--- src/rtl/branch_pkg.sv ---
// Shared encodings for the ID-stage branch scheduler: branch types, FSM states, link register.
package branch_pkg;
  localparam logic [2:0] BR_BEQ    = 3'd0;
  localparam logic [2:0] BR_BGEZAL = 3'd1;
  localparam logic [2:0] BR_BNE    = 3'd2;
  localparam logic [2:0] BR_BGEZ   = 3'd3;
  localparam logic [2:0] BR_BLTZ   = 3'd4;
  localparam logic [2:0] BR_NONE   = 3'd7;
  localparam logic [4:0] LINK_REG  = 5'd31;

  typedef enum logic [1:0] {S_IDLE, S_WAIT, S_RESOLVE} br_state_e;

  // Two-operand compares need rt forwarded as well as rs.
  function automatic logic needs_rt(input logic [2:0] t);
    return (t == BR_BEQ) || (t == BR_BNE);
  endfunction

  function automatic logic type_valid(input logic [2:0] t);
    return t <= BR_BLTZ;
  endfunction
endpackage

--- src/rtl/br_target_calc.sv ---
// Branch target (pc+4+sext(imm)<<2) and link value (pc+8); wraps modulo 2^PC_W.
module br_target_calc #(
  parameter int PC_W = 32
) (
  input  logic [PC_W-1:0] pc_id,
  input  logic [15:0]     imm16,
  output logic [PC_W-1:0] target,
  output logic [PC_W-1:0] link_pc
);
  logic [PC_W-1:0] offset;

  assign offset  = {{(PC_W-18){imm16[15]}}, imm16, 2'b00};
  assign target  = pc_id + PC_W'(4) + offset;
  assign link_pc = pc_id + PC_W'(8);
endmodule

--- src/rtl/branch_sched.sv ---
// ID-stage branch scheduler: operand wait, comparator sequencing, redirect/link issue.
// Optional BRANCH_STAT_EN adds br_count / br_taken_count statistics outputs.
module branch_sched import branch_pkg::*; #(
  parameter int PC_W     = 32,
  parameter int MAX_WAIT = 3
) (
  input  logic            clk,
  input  logic            reset,
  input  logic            br_valid,
  input  logic [2:0]      br_type,
  input  logic [PC_W-1:0] pc_id,
  input  logic [15:0]     imm16,
  input  logic            rs_ready,
  input  logic            rt_ready,
  output logic [2:0]      cmp_sel,
  input  logic            cmp_result,
  output logic            stall_id,
  output logic            redirect_valid,
  output logic [PC_W-1:0] redirect_pc,
  output logic            link_we,
  output logic [4:0]      link_addr,
  output logic [PC_W-1:0] link_data,
  output logic            hazard_err
`ifdef BRANCH_STAT_EN
  ,
  output logic [31:0]     br_count,
  output logic [31:0]     br_taken_count
`endif
);
  localparam int CW = (MAX_WAIT < 1) ? 1 : $clog2(MAX_WAIT + 1);
  localparam logic [CW-1:0] WAIT_MAX = CW'(MAX_WAIT);

  br_state_e       state;
  logic [CW-1:0]   wait_cnt, wait_nxt;
  logic [2:0]      res_type;
  logic            need, taken;
  logic [PC_W-1:0] target, link_pc;

  br_target_calc #(.PC_W(PC_W)) u_tgt (
    .pc_id   (pc_id),
    .imm16   (imm16),
    .target  (target),
    .link_pc (link_pc)
  );

  assign link_addr = LINK_REG;
  assign need      = rs_ready & (rt_ready | ~needs_rt(br_type));
  // Invalid types never redirect even if the comparator says otherwise.
  assign taken     = cmp_result & type_valid(br_type);
  assign wait_nxt  = (wait_cnt == WAIT_MAX) ? wait_cnt : wait_cnt + CW'(1);

  // Stall and comparator select must react in the accept cycle itself.
  always_comb begin
    stall_id = 1'b0;
    cmp_sel  = BR_NONE;
    if (!reset) begin
      case (state)
        S_IDLE: begin
          stall_id = br_valid;
          if (br_valid) cmp_sel = br_type;
        end
        S_WAIT: begin
          stall_id = 1'b1;
          if (br_valid) cmp_sel = br_type;
        end
        S_RESOLVE: cmp_sel = res_type;
        default: ;
      endcase
    end
  end

  always_ff @(posedge clk or posedge reset) begin
    if (reset) begin
      state          <= S_IDLE;
      wait_cnt       <= '0;
      res_type       <= BR_NONE;
      redirect_valid <= 1'b0;
      redirect_pc    <= '0;
      link_we        <= 1'b0;
      link_data      <= '0;
      hazard_err     <= 1'b0;
    end else begin
      case (state)
        S_IDLE, S_WAIT: begin
          if (br_valid && need) begin
            state          <= S_RESOLVE;
            wait_cnt       <= '0;
            res_type       <= br_type;
            redirect_valid <= taken;
            link_we        <= (br_type == BR_BGEZAL);
            redirect_pc    <= target;
            link_data      <= link_pc;
          end else if (br_valid) begin
            state    <= S_WAIT;
            wait_cnt <= wait_nxt;
            if (wait_nxt == WAIT_MAX) hazard_err <= 1'b1;
          end else begin
            state    <= S_IDLE;
            wait_cnt <= '0;
          end
        end
        S_RESOLVE: begin
          state          <= S_IDLE;
          redirect_valid <= 1'b0;
          link_we        <= 1'b0;
        end
        default: state <= S_IDLE;
      endcase
    end
  end

`ifdef BRANCH_STAT_EN
  always_ff @(posedge clk or posedge reset) begin
    if (reset) begin
      br_count       <= '0;
      br_taken_count <= '0;
    end else if (state == S_RESOLVE) begin
      if (type_valid(res_type)) br_count <= br_count + 32'd1;
      if (redirect_valid)       br_taken_count <= br_taken_count + 32'd1;
    end
  end
`endif
endmodule

--- config.mk ---
export PLATFORM = sky130hd
export DESIGN_NAME = branch_sched
export DESIGN_NICKNAME = d
export VERILOG_FILES = /design/src/rtl/branch_pkg.sv /design/src/rtl/br_target_calc.sv /design/src/rtl/branch_sched.sv
export SDC_FILE = /design/constraint.sdc
export NUM_CORES = 1
export LEC_CHECK = 0
export CORE_MARGIN = 1.5
export CORE_UTILIZATION = 48
export DETAILED_ROUTE_END_ITERATION = 12
export PLACE_DENSITY = 0.79
export SLEW_MARGIN = 20
export SYNTH_ARGS = -nofsm -noshare
export SYNTH_HDL_FRONTEND = slang
export SYNTH_SLANG_ARGS = --single-unit
--- constraint.sdc ---
create_clock -name clk -period 2.6 [get_ports clk]
set_clock_uncertainty 0.05 [all_clocks]
set_input_delay 0.39 -clock clk [delete_from_list [all_inputs] [get_ports clk]]
set_output_delay 0.39 -clock clk [all_outputs]
set_load 0.01 [all_outputs]
# Word-level counts from Yosys, hierarchy flattened
# Index checks and enable logic that the tools add are counted.
# classes
order_cmp	1
n_bitwise	5
n_reduce_logical	9
n_addsub	4
muxes	15
n_eq_ne	7
# ops
op	count
adder 32 x 3 -> 32 bit, second input constant	1
adder 32 bit	1
adder 32 x 4 -> 32 bit, second input constant	1
two-way mux 2 bit	5
equality test 2 bit, second input constant	3
two-way mux 3 bit	2
case mux 1 bit (2 select lines)	3
case mux 3 bit (2 select lines)	1
two-way mux 1 bit	4
AND reduction 2 bit	2
AND reduction 4 bit	1
equality test 3 x 1 -> 1 bit, second input constant	1
equality test 3 x 2 -> 1 bit, second input constant	1
<= comparator 3 bit, second input constant	1
zero test 3 bit	1
adder 2 x 1 -> 2 bit, second input constant	1
AND 1 bit	2
equality test 2 x 1 -> 1 bit, second input constant	1
zero test 2 bit	1
!= test 2 x 1 -> 1 bit, second input constant	1
inverter 1 bit	2
nonzero test 2 bit	1
OR reduction 2 bit	1
logical AND 1 bit	1
2 further kinds	2
# totals
ff_bits	74
in_bits	57
elab_cells	49
out_inout_bits	76

# Longest topological paths before layout
# logic_depth
depth_word	8
mapped_depth	12
mapped_depth_nobuf	12

# By module
# From an unflattened synthesis, not the netlist that was laid out.
# hier_totals
cells_unflattened	507
area_unflattened_um2	5350.1
# by_module_without_submodules
mod	seq_area_each_um2	n_inst	cells_each	area_each_um2
branch_sched	1855.5	1	186	2925.3
br_target_calc	0.0	1	321	2424.8

# Worst setup path before layout
# OpenSTA, ideal clock, no wires.
# synth_path
kind	input to register
from	in pc_id[3]
to	reg redirect_pc[25]
t_arrival_ns	2.637
setup_slack_ns	-0.218
setup_ns	0.131
t_required_ns	2.419
path_buffers	0
path_stages	10
path_cell_list	ha_1 ha_1 fa_1 a211o_1 a211oi_2 o211ai_2 a311oi_2 o31ai_2 xnor2_1 o21ai_1
# synth_via
elab_chain_len	2
# synth_lines
element	line_no	text
start: declaration	branch_sched.sv:11	input logic [PC_W-1:0] pc_id,
adder 32 x 3 -> 32 bit	br_target_calc.sv:13	assign target = pc_id + PC_W'(4) + offset;
adder 32 bit	br_target_calc.sv:13	
end signal: assignment	branch_sched.sv:91	redirect_pc <= target;
end: declaration	branch_sched.sv:19	output logic [PC_W-1:0] redirect_pc,
# Every way passes these cells.
# A chain may end at the register's enable or synchronous reset.

# Worst setup path in the final report
# layout_path
from	in pc_id[8]
to	reg redirect_pc[27]
# The elaborated chain is that of the path after synthesis.

==> results.py <==
metrics = {
    "status": {
        "status": "finished with violations",
        "violations": "negative setup slack",
    },
    "yosys": {
        "synth_top_area_share": 0.328,
        "syn_inst": 609,
        "synth_cell_types": 57,
        "ys_dominant_reg_cell": "dfrtp_1",
        "yosys.area.top_type": "dfrtp_1",
        "async_flop_share": 1.00,
        "netlist_area_um2": 5260,
        "synth_area_leaders": "dfrtp_1, ha_1, nand2_1, o21ai_0, xnor2_1",
        "synth_edf_count": 0,
        "ys_seq_elements": 72,
        "ys_seq_area_frac": 0.343,
        "ys_warn_count": 0,
        "avgSynthCellArea_um2": 8.64,
    },
    "floorplanning": {
        "start_util": 0.489,
        "io_pins": 133,
        "placementRows": 38,
        "die_w_um": 108,
        "dieHeight_um": 108,
        "core_um2": 10700,
        "dieArea_um2": 11600,
    },
    "global_route": {
        "grt_pass1_wl_um": 26200,
        "grt_usage": 0.285,
        "overflow": 0,
        "grt_max_degree": 72,
        "antenna_found_initial": 0,
        "grt_pass1_vias": 5563,
    },
    "cells_and_area": {
        "fin_area_um2": 8180,
        "num_antenna_cells": 0,
        "drive_above_1_share": 0.264,
        "area_growth_pct": 55.6,
        "stdcell_count": 987,
        "final_nets": 958,
    },
    "clock_tree": {
        "tritoncts": "yes",
        "cts_hold_buf": 0,
        "clockBufferDepth": 2,
        "clk_latency_ns": 0.36,
        "cts_num_sinks": 72,
        "h-tree-depth": 3,
        "cts-root-buf": "clkbuf_8",
        "path_clk_slew_ns": 0.10,
        "numCtsBuffers": 9,
    },
    "place": {
        "gp_congestion": 0.861,
        "portBuffers": 127,
        "place_inst": 962,
        "placed_area_um2": 7450,
        "dpl_worst_slack_ns": -0.837,
        "hpwlAfterDp_um": 11800,
    },
    "detailed_routing": {
        "wirelength_um": 18800,
        "first_iter_violations": 443,
        "drc": 0,
        "firstDrtPassIters": 6,
        "drt-wirelength-per-cell_um": 19.0,
        "final_antenna_net_count": 0,
        "dr_total_vias": 5713,
        "via_per_inst": 5.79,
    },
    "timing": {
        "rsz0062_at_grt": "yes",
        "fin_ws_ns": -0.0696,
        "max_slew_margin": 0.518,
        "fin_crit_sh": 1.03,
        "finalSetupViolCount": 6,
        "fmax_mhz": 375,
        "worst_slew_pin_slew_ns": 0.723,
        "hold_viol": 0,
        "maxSlewViolCount": 0,
        "period_minus_slack_ns": 2.67,
    },
    "hold_path": {
        "hold_class": "in -> reg",
        "worstHoldStart": "pc_id[2]",
        "hold_end": "link_data[2]",
        "min_path_cells": 3,
    },
    "worst_setup_path": {
        "cp-end-kind": "register",
        "cp-start-kind": "input pin",
        "r2r_slack_ns": 0.74,
        "r2r-end": "link_data[13]",
        "crit_required_ns": 2.81,
        "r2r_cells": 6,
        "arrival_ns": 2.88,
        "r2r_start": "state[1]",
        "critPathMaxFanout": 4,
        "worst-setup-path-type": "in -> reg",
    },
    "flow_run": {
        "cap_violations": 0,
    },
    "power": {
        "p_int_uw": 2960,
        "p_clk_frac": 0.209,
        "swShare": 0.358,
        "pwr-share-comb": 0.464,
        "p_leak_uw": 0.00372,
        "p_sw_uw": 1660,
        "powerDensity_nw_per_um2": 565,
        "p_seq_frac": 0.327,
        "ir_drop_mv": 0.281,
    },
}
power groups by stage:
stage / sequential (µW) / clock (µW) / combinational [µW]
4_1_cts: 1510 / 966 / 1960
5_1_grt: 1540 / 1030 / 2300
3_5_place_dp: 1530 / 0 / 1870
2_1_floorplan: 1610 / 0 / 773
3_3_place_gp: 1510 / 0 / 1830
6_report: 1510 / 967 / 2140
critical path, stage by stage:
cell             delay (ns)
clkdlybuf4s50_1        0.44
ha_1                   0.31
ha_1                   0.22
buf_4                  0.16
o211ai_1               0.37
o31a_2                 0.26
o22ai_4                0.10
buf_6                  0.14
a211oi_4               0.24
xnor2_1                0.15
o21ai_1                0.10
cell type report:
class                           instances  area (µm²)
Multi-Input combinational cell        493        3720
Fill cell                             715        2560
Timing Repair Buffer                  249        2210
Sequential cell                        72        1810
Tap cell                              140         175
Clock buffer                           10         138
Clock inverter                          6        68.8
Inverter                               17        67.6
per-layer routing:
metal / wire length, µm / global-route usage / up-vias
met5: 0 / 0 / -
met4: 871 / 0.121 / 0
met3: 1160 / 0.0472 / 82
met2: 9360 / 0.495 / 296
met1: 7390 / 0.349 / 2739
li1: - / - / 2596
sequential cells by signal (all words and copies together), names as in the netlist:
name	cells
wait_cnt	2
state	2
link_data	30
redirect_valid	1
hazard_err	1
link_we	1
redirect_pc	32
res_type	3
Yosys cell counts, types with 3 or more instances:
master / number
buf_2: 3
nor2_1: 35
inv_1: 17
nand3_1: 20
xor2_1: 21
nand4_1: 14
o211ai_1: 3
buf_6: 4
nand2b_1: 5
nor3_1: 11
nor2b_1: 4
a211oi_1: 4
o21bai_1: 5
o31ai_1: 4
o21a_1: 7
nand2_1: 110
dfrtp_1: 69
clkbuf_1: 15
xnor2_1: 29
and3_1: 8
buf_4: 8
a22o_1: 4
dfstp_2: 3
a21o_1: 15
o21ai_0: 53
ha_1: 58
a21oi_1: 30
o21ai_1: 12
worst max-delay path by stage:
stage / startpoint / to / slack, ns
after global routing: pc_id[11] / redirect_pc[25] / -0.10
final: pc_id[8] / redirect_pc[27] / -0.07
after CTS: pc_id[9] / redirect_pc[30] / 0.006
after floorplan: pc_id[3] / redirect_pc[25] / -0.1
after detailed placement: pc_id[3] / redirect_pc[23] / -0.84
after global placement: pc_id[3] / redirect_pc[25] / -0.77
placed cells by master, fill, tap and decap left out, types with 6 or more instances in the layout:
master,instances
dlygate4sd2_1,7
ha_4,24
inv_1,13
nand3_1,20
nand2_1,109
dfrtp_1,69
ha_1,31
o21ai_0,47
nor2_1,34
a21oi_1,21
clkdlybuf4s50_1,107
o21a_1,6
nand4_1,14
xor2_1,21
dlymetal6s2s_1,7
clkbuf_8,10
nor3_2,6
a21o_1,15
a21oi_2,9
nor3_1,7
o21ai_1,16
and3_1,7
buf_4,119
xnor2_1,29
per-stage QoR:
| stage | power (µW) | utilization | TNS [ns] | hold slack (ns) |
|---|---|---|---|---|
| 4_1_cts | 4440 | 0.735 | 0 | 0.356 |
| 6_report | 4620 | 0.761 | -0.206 | 0.281 |
| 2_1_floorplan | 2380 | - | -0.263 | 0.389 |
| 3_3_place_gp | 3340 | 0.694 | -10.79 | 0.400 |
| 3_5_place_dp | 3400 | 0.694 | -12.84 | 0.409 |
| 5_1_grt | 4860 | 0.761 | -0.664 | 0.286 |
what timing repair did:
item,4_1_cts,5_1_grt
gates resized for setup,43,62
endpoints found under the setup margin,20,14
pin swaps,19,14
buffers inserted,6,3
kinds of logic (layout without fill, tap and decap cells):
logic type,Yosys count,count (layout),synth area share
other cells,1,5,0.000713
compound gates,160,160,0.194
buf+inv,48,282,0.0466
xor+xnor,50,50,0.0833
simple gates,218,218,0.188
mux,1,1,0.00190
flops,72,72,0.343
fa+ha+maj,59,59,0.142
Note: power is estimated with default switching activity, not from simulation.
